### src/rtl/issue_controller_pkg.sv
// Shared ISA field codes, FSM encodings and register-use decode for the issue path.
// Latency: n/a (constants and a pure function).
// Backpressure: n/a.
package issue_controller_pkg;

    localparam logic [5:0] OP_SPECIAL = 6'h00;
    localparam logic [5:0] OP_REGIMM  = 6'h01;
    localparam logic [5:0] OP_J       = 6'h02;
    localparam logic [5:0] OP_JAL     = 6'h03;
    localparam logic [5:0] OP_BEQ     = 6'h04;
    localparam logic [5:0] OP_BNE     = 6'h05;
    localparam logic [5:0] OP_BLEZ    = 6'h06;
    localparam logic [5:0] OP_BGTZ    = 6'h07;
    localparam logic [5:0] OP_ADDIU   = 6'h09;
    localparam logic [5:0] OP_SLTI    = 6'h0a;
    localparam logic [5:0] OP_SLTIU   = 6'h0b;
    localparam logic [5:0] OP_ORI     = 6'h0d;
    localparam logic [5:0] OP_XORI    = 6'h0e;
    localparam logic [5:0] OP_LUI     = 6'h0f;
    localparam logic [5:0] OP_LB      = 6'h20;
    localparam logic [5:0] OP_LW      = 6'h23;
    localparam logic [5:0] OP_LBU     = 6'h24;
    localparam logic [5:0] OP_SB      = 6'h28;
    localparam logic [5:0] OP_SW      = 6'h2b;

    localparam logic [5:0] SPECIAL_JR   = 6'h08;
    localparam logic [5:0] SPECIAL_JALR = 6'h09;
    localparam logic [4:0] JAL_LINK_REG = 5'd31;

    localparam logic [1:0] ST_RUN     = 2'd0;
    localparam logic [1:0] ST_BR_WAIT = 2'd1;
    localparam logic [1:0] ST_FLUSH   = 2'd2;

    typedef struct packed {
        logic       rs_used;
        logic       rt_used;
        logic       dest_we;
        logic       mem_lat;
        logic [4:0] dest;
    } reg_use_t;

    // dest_we is only raised for a nonzero destination, so r0 never reaches the scoreboard.
    function automatic reg_use_t decode_reg_use(input logic [5:0] opcode,
                                                input logic [5:0] funct,
                                                input logic [4:0] rt,
                                                input logic [4:0] rd);
        reg_use_t u;
        logic     has_dest;
        u        = '0;
        has_dest = 1'b0;
        case (opcode)
            OP_SPECIAL: begin
                u.rs_used = 1'b1;
                if (funct == SPECIAL_JALR) begin
                    has_dest = 1'b1;
                    u.dest   = rd;
                end else if (funct != SPECIAL_JR) begin
                    u.rt_used = 1'b1;
                    has_dest  = 1'b1;
                    u.dest    = rd;
                end
            end
            OP_REGIMM, OP_BLEZ, OP_BGTZ: u.rs_used = 1'b1;
            OP_BEQ, OP_BNE: begin
                u.rs_used = 1'b1;
                u.rt_used = 1'b1;
            end
            OP_JAL: begin
                has_dest = 1'b1;
                u.dest   = JAL_LINK_REG;
            end
            OP_ADDIU, OP_SLTI, OP_SLTIU, OP_ORI, OP_XORI: begin
                u.rs_used = 1'b1;
                has_dest  = 1'b1;
                u.dest    = rt;
            end
            OP_LUI: begin
                has_dest  = 1'b1;
                u.dest    = rt;
                u.mem_lat = 1'b1;
            end
            OP_LW, OP_LB, OP_LBU: begin
                u.rs_used = 1'b1;
                has_dest  = 1'b1;
                u.dest    = rt;
                u.mem_lat = 1'b1;
            end
            OP_SW, OP_SB: begin
                u.rs_used = 1'b1;
                u.rt_used = 1'b1;
            end
            default: has_dest = 1'b0;
        endcase
        u.dest_we = has_dest && (u.dest != 5'd0);
        return u;
    endfunction

endpackage

### src/rtl/reg_scoreboard.sv
// Per-register pending-write down-counters; busy = counter nonzero.
// Latency: set takes effect on the next cycle; busy_mask is a direct decode of the counters.
// Backpressure: none; a set on an entry overrides that entry's decrement.
module reg_scoreboard #(
    parameter int CNT_W = 3
) (
    input  logic             clock,
    input  logic             reset,
    input  logic             set_en,
    input  logic [4:0]       set_addr,
    input  logic [CNT_W-1:0] set_value,
    output logic [31:0]      busy_mask
);

    logic [CNT_W-1:0] cnt [32];

    // Entry 0 is held at zero: r0 is never tracked.
    always_ff @(posedge clock or posedge reset) begin
        if (reset) begin
            for (int i = 0; i < 32; i++) cnt[i] <= '0;
        end else begin
            for (int i = 1; i < 32; i++) begin
                if (set_en && (set_addr == 5'(i))) begin
                    cnt[i] <= set_value;
                end else if (cnt[i] != '0) begin
                    cnt[i] <= cnt[i] - CNT_W'(1);
                end
            end
        end
    end

    always_comb begin
        busy_mask = '0;
        for (int i = 0; i < 32; i++) busy_mask[i] = (cnt[i] != '0);
    end

endmodule

### src/rtl/issue_controller.sv
// Issues decoded instructions, stalling on RAW/WAW hazards and unresolved branches.
// Latency: issue/stall/dest are combinational; w_flush is registered and lasts FLUSH_CYCLES.
// Backpressure: w_instr_valid is held by the decoder until w_issue; w_stall marks a held instruction.
module issue_controller
    import issue_controller_pkg::*;
#(
    parameter int ALU_LAT      = 1,
    parameter int MEM_LAT      = 2,
    parameter int FLUSH_CYCLES = 2
) (
    input  logic        clock,
    input  logic        reset,
    input  logic        w_instr_valid,
    input  logic [31:0] w_instr_32,
    input  logic        w_alu_op,
    input  logic        w_mem_op,
    input  logic        w_branch_op,
    input  logic        w_nop,
    input  logic        w_branch_resolve,
    input  logic        w_branch_taken,
    output logic        w_issue,
    output logic        w_stall,
    output logic        w_flush,
    output logic        w_dest_we,
    output logic [4:0]  w_dest_addr_5,
    output logic [31:0] w_busy_mask_32,
    output logic [1:0]  w_state_2
);

    localparam logic [2:0] ALU_SET    = 3'(ALU_LAT);
    localparam logic [2:0] MEM_SET    = 3'(MEM_LAT);
    localparam logic [1:0] FLUSH_LOAD = 2'(FLUSH_CYCLES - 1);

    logic [1:0]  state;
    logic [1:0]  flush_cnt;
    logic        flush_q;
    logic [4:0]  rs;
    logic [4:0]  rt;
    reg_use_t    use_q;
    logic [31:0] busy;
    logic        hazard;
    logic        issue_c;
    logic        stall_c;
    logic        set_en;

    // Register usage and latency class come from the opcode, so the ALU/mem flags are redundant here.
    logic unused_fields;
    assign unused_fields = ^{w_alu_op, w_mem_op, w_instr_32[10:6]};

    assign rs    = w_instr_32[25:21];
    assign rt    = w_instr_32[20:16];
    assign use_q = decode_reg_use(w_instr_32[31:26], w_instr_32[5:0], rt, w_instr_32[15:11]);

    // busy reflects counters before this cycle's decrement, so a count of 1 still blocks.
    assign hazard = (use_q.rs_used && (rs != 5'd0) && busy[rs])
                  || (use_q.rt_used && (rt != 5'd0) && busy[rt])
                  || (use_q.dest_we && busy[use_q.dest]);

    always_comb begin
        issue_c = 1'b0;
        stall_c = 1'b0;
        if (!reset && w_instr_valid) begin
            case (state)
                ST_RUN: begin
                    if (w_nop || !hazard) issue_c = 1'b1;
                    else                  stall_c = 1'b1;
                end
                ST_BR_WAIT: stall_c = 1'b1;
                default:    stall_c = 1'b0;
            endcase
        end
    end

    assign set_en = issue_c && !w_nop && use_q.dest_we;

    reg_scoreboard #(
        .CNT_W (3)
    ) u_scoreboard (
        .clock     (clock),
        .reset     (reset),
        .set_en    (set_en),
        .set_addr  (use_q.dest),
        .set_value (use_q.mem_lat ? MEM_SET : ALU_SET),
        .busy_mask (busy)
    );

    // A resolve in the branch's own issue cycle is seen in RUN and therefore ignored.
    always_ff @(posedge clock or posedge reset) begin
        if (reset) begin
            state     <= ST_RUN;
            flush_q   <= 1'b0;
            flush_cnt <= 2'd0;
        end else begin
            case (state)
                ST_RUN: begin
                    if (issue_c && w_branch_op && !w_nop) state <= ST_BR_WAIT;
                end
                ST_BR_WAIT: begin
                    if (w_branch_resolve) begin
                        if (w_branch_taken) begin
                            state     <= ST_FLUSH;
                            flush_q   <= 1'b1;
                            flush_cnt <= FLUSH_LOAD;
                        end else begin
                            state <= ST_RUN;
                        end
                    end
                end
                ST_FLUSH: begin
                    if (flush_cnt == 2'd0) begin
                        state   <= ST_RUN;
                        flush_q <= 1'b0;
                    end else begin
                        flush_cnt <= flush_cnt - 2'd1;
                    end
                end
                default: begin
                    state     <= ST_RUN;
                    flush_q   <= 1'b0;
                    flush_cnt <= 2'd0;
                end
            endcase
        end
    end

    assign w_issue        = issue_c;
    assign w_stall        = stall_c;
    assign w_flush        = flush_q;
    assign w_dest_we      = set_en;
    assign w_dest_addr_5  = set_en ? use_q.dest : 5'd0;
    assign w_busy_mask_32 = busy;
    assign w_state_2      = state;

endmodule

### config.mk
export PLATFORM = sky130hd
export DESIGN_NAME = issue_controller
export DESIGN_NICKNAME = d
export VERILOG_FILES = /design/src/rtl/issue_controller_pkg.sv /design/src/rtl/reg_scoreboard.sv /design/src/rtl/issue_controller.sv
export SDC_FILE = /design/constraint.sdc
export NUM_CORES = 1
export LEC_CHECK = 0
export ABC_AREA = 1
export CAP_MARGIN = 40
export CORE_MARGIN = 1
export CORE_UTILIZATION = 30
export DETAILED_ROUTE_END_ITERATION = 10
export DONT_BUFFER_PORTS = 1
export GPL_ROUTABILITY_DRIVEN = 0
export PLACE_DENSITY = 0.55
export SLEW_MARGIN = 20
export SYNTH_ARGS = -nofsm -noshare
export SYNTH_HDL_FRONTEND = slang
export SYNTH_SLANG_ARGS = --single-unit
### constraint.sdc
create_clock -name clock -period 5.5 [get_ports clock]
set_input_delay 0.55 -clock clock [delete_from_list [all_inputs] [get_ports clock]]
set_output_delay 0.55 -clock clock [all_outputs]
set_load 0.01 [all_outputs]
==> PnR_summary.wiki <==
{| class="wikitable"
! Metric !! Value
|-
| HPWL reported at the end of detailed placement || 14900 µm
|-
| Total Die Area || 26000 µm²
|-
| Global route total overflow || 0
|-
| Power density of the placed cells || between 500 and 600 nW/µm²
|-
| Clock root buffer master || sky130_fd_sc_hd__clkbuf_16
|-
| Data arrival time of the critical path || between 3 and 4 ns
|-
| Top-level port count || 84
|-
| First-pass GRT wire length || 32000 µm
|-
| Count of antenna diodes in the layout || 0
|-
| Via count normalized by instance count || roughly 4.6
|-
| Distinct cells, synth || slightly above 40
|-
| Async set-or-reset flop fraction in the synthesized netlist || 1.00
|-
| Die width || 161 µm
|-
| GRT Resource Usage Total || 0.158
|-
| Largest cells by area after synthesis || sky130_fd_sc_hd__dfrtp_1, sky130_fd_sc_hd__nand2_1, sky130_fd_sc_hd__inv_1, sky130_fd_sc_hd__ha_1, sky130_fd_sc_hd__nand3_1
|-
| Number of synthesized register bits || slightly below 100
|-
| Std-Cell Core Area || 24600 µm²
|-
| Worst max-slew margin expressed relative to the limit || 0.517
|-
| Synth top area share || 0.322
|-
| Detailed-route via count || ~6500
|-
| Number of rows created at floorplan || between 50 and 60
|-
| Number of flops mapped to enable cells by yosys || 0
|-
| Via count of the first global-routing pass || 6000
|-
| Inserted Clock Buffers || 9
|-
| Worst min path class || input port to async pin
|-
| Buffers on Ports || 0
|-
| Largest net degree at the start of global routing || 64
|-
| DRT antenna net count || 0
|-
| Transition time of the tightest slew-check pin || roughly 0.72 ns
|-
| Post-cts resize count || 0
|-
| TritonCTS clock tree || yes
|-
| Kind of start point of the critical path || register
|-
| Time the final worst path needs with I/O delays and setup || around 4 ns
|-
| Sum of routed wire length over all layers || approximately 20000 µm
|-
| Initial Utilization || 0.310
|-
| Final #Nets || about 1200
|-
| Setup bufs post-CTS || 0
|-
| Depth of the CTS H-tree || 3
|-
| Outcome || complete, no violations
|-
| Clk slew on worst S/H paths || approximately 0.07 ns
|-
| Mapped Avg Cell Area || about 7 µm²
|-
| Die height || about 160 µm
|-
| Number of pins exceeding their max-slew limit in the final report || 0
|-
| Mapped Area || 7620 µm²
|-
| Maximum clock frequency || about 0.25 GHz
|-
| Post-synth top flop || sky130_fd_sc_hd__dfrtp_1
|-
| Fin Setup TNS || 0 ns
|-
| Net count of the mapped netlist || 1201
|-
| Critical path type || register to output pin
|-
| Post-layout total power || ~4500 µW
|-
| Antenna violations before repair || 0
|-
| Unrepaired setup endpoints after global routing || no
|-
| Kind of end point of the critical path || output pin
|-
| Tcrit/Tclk final || 0.725
|-
| Req. time, crit path || 4.95 ns
|-
| Final setup fails || 0
|-
| Sinks on the clock net || just under 100
|-
| Final hold violation count || 0
|-
| Static power due to leakage || approximately 0.0047 µW
|-
| First-iteration detailed-routing DRC count || between 300 and 400
|-
| Fraction of final layout cells sized beyond drive strength 1 || 0.0386
|-
| Gate count of the mapped netlist || approximately 1100
|-
| Clock latency at the later pin of the worst-skew pair || around 0.35 ns
|-
| Cell taking the most area after synthesis || sky130_fd_sc_hd__dfrtp_1
|-
| DR pass1 iterations || 6
|-
| Synthesis Warnings || 3
|-
| Total DRC errors in the routed layout || 0
|-
| Relative area change from synthesis to final layout || 8.95%
|-
| Sequential cell area fraction in the yosys report || 0.322
|-
| Setup clock skew after layout || between 0.006 and 0.007 ns
|-
| Avg WL per Cell || between 10 and 15 µm
|-
| Clk buf depth || 2
|-
| Number of violations of the max-capacitance limit || 0
|-
| Worst-path maximum fanout || 35
|-
| Number of hold-repair buffers added at the cts stage || 0
|-
| Maximum VDD drop || approximately 0.16 mV
|}
-- worst paths after layout --
check                                     start                    to  slack (ns)  depth (start not counted)
min in group clock               w_branch_taken          w_state_2[1]        0.44                          3
hold / removal                            reset  u_scoreboard.cnt[15]        0.35                          2
setup / recovery           u_scoreboard.cnt[72]             w_dest_we        1.51                         17
max in group asynchronous                 reset  u_scoreboard.cnt[64]        4.03                          3
setup reg to reg           u_scoreboard.cnt[72]  u_scoreboard.cnt[60]        2.03                         20
hold reg to reg            u_scoreboard.cnt[14]  u_scoreboard.cnt[14]        0.54                          2
-- cell type report --
class / instances / area (µm²)
Fill cell: 2679 / 16300
Inverter: 233 / 877
Clock buffer: 10 / 229
Multi-Input combinational cell: 736 / 4130
Sequential cell: 98 / 2450
Clock inverter: 5 / 128
Timing Repair Buffer: 6 / 77.6
Tap cell: 324 / 405
-- per-stage QoR --
stage	instance area [µm²]	std cells	worst slack [ns]	util	hold WS, ns
floorplan	7620	1093	1.33	-	0.507
global placement	7900	1395	1.58	0.321	0.525
detailed placement	7920	1396	1.59	0.322	0.530
CTS	8280	1411	1.41	0.336	0.400
global route	8300	1412	1.22	0.337	0.424
finish	8300	1412	1.51	0.337	0.350
-- cell families after synthesis --
logic type / synth area share
AOI/OAI and AO/OA: 0.0816
xor gates and xnor gates: 0.0713
adders and majority gates: 0.110
buffers and inverters: 0.136
DFF: 0.322
other: 0.000492
and+or+nand+nor: 0.278
-- worst max-delay path, stage by stage, from the launching register on --
cell and delay (ns):
sky130_fd_sc_hd__dfrtp_1 0.39, sky130_fd_sc_hd__inv_1 0.08, sky130_fd_sc_hd__ha_1 0.14, sky130_fd_sc_hd__inv_1 0.04
sky130_fd_sc_hd__nor2_1 0.28, sky130_fd_sc_hd__inv_1 0.23, sky130_fd_sc_hd__a21oi_1 0.16, sky130_fd_sc_hd__o21ai_0 0.17
sky130_fd_sc_hd__o221ai_1 0.11, sky130_fd_sc_hd__nand2_1 0.07, sky130_fd_sc_hd__a22oi_1 0.17, sky130_fd_sc_hd__nand2_1 0.09
sky130_fd_sc_hd__nand3_1 0.09, sky130_fd_sc_hd__nand2_1 0.09, sky130_fd_sc_hd__inv_1 0.12, sky130_fd_sc_hd__nand4_4 0.19
sky130_fd_sc_hd__nor2_8 0.39, sky130_fd_sc_hd__buf_12 0.26
-- placed cells by master (no fill, tap or decap), drive strengths merged --
cell type,instances
clkbuf,10
inv,233
dfrtp,98
o2111ai,2
clkinvlp,1
nand4,33
o31ai,1
nand2,306
a31oi,2
a22oi,1
bufinv,4
o211ai,4
nor3,8
xor2,31
buf,6
or2,2
nand3b,1
nor3b,1
o221ai,6
a211oi,1
nand3,64
conb,1
a31o,1
nor2,81
ha,67
a2111oi,1
a21boi,1
xnor2,31
o21ai,63
a21oi,27
-- synthesized netlist by cell type (10+ instances only) --
| library cell | instances |
|---|---|
| sky130_fd_sc_hd__dfrtp_1 | 98 |
| sky130_fd_sc_hd__xnor2_1 | 31 |
| sky130_fd_sc_hd__xor2_1 | 31 |
| sky130_fd_sc_hd__ha_1 | 67 |
| sky130_fd_sc_hd__o21ai_0 | 59 |
| sky130_fd_sc_hd__nand3_1 | 63 |
| sky130_fd_sc_hd__inv_1 | 229 |
| sky130_fd_sc_hd__clkbuf_1 | 10 |
| sky130_fd_sc_hd__a21oi_1 | 26 |
| sky130_fd_sc_hd__nand4_1 | 32 |
| sky130_fd_sc_hd__nor2_1 | 77 |
| sky130_fd_sc_hd__nand2_1 | 301 |
-- routing by layer --
metal,GRT usage,share of wire,vias to the layer above
met1,0.204,0.46,2987
met2,0.267,0.48,102
met3,0.0367,0.052,15
li1,-,-,3346
met5,0,0,-
met4,0.0360,0.0096,0
-- flip-flops by register name, summed over array words and instances, names as in the netlist --
| name | cells |
|---|---|
| w_flush | 1 |
| u_scoreboard.cnt | 93 |
| w_state_2 | 2 |
| flush_cnt | 2 |
-- power by group --
part / switching [µW] / internal (µW) / leakage, µW / total [µW]
registers: 181 / 1120 / 0.00117 / 1300
logic: 1530 / 932 / 0.00336 / 2470
clock network: 293 / 489 / 0.000169 / 782
total: 2010 / 2540 / 0.00469 / 4550
Power figures use the tool's default switching activity.
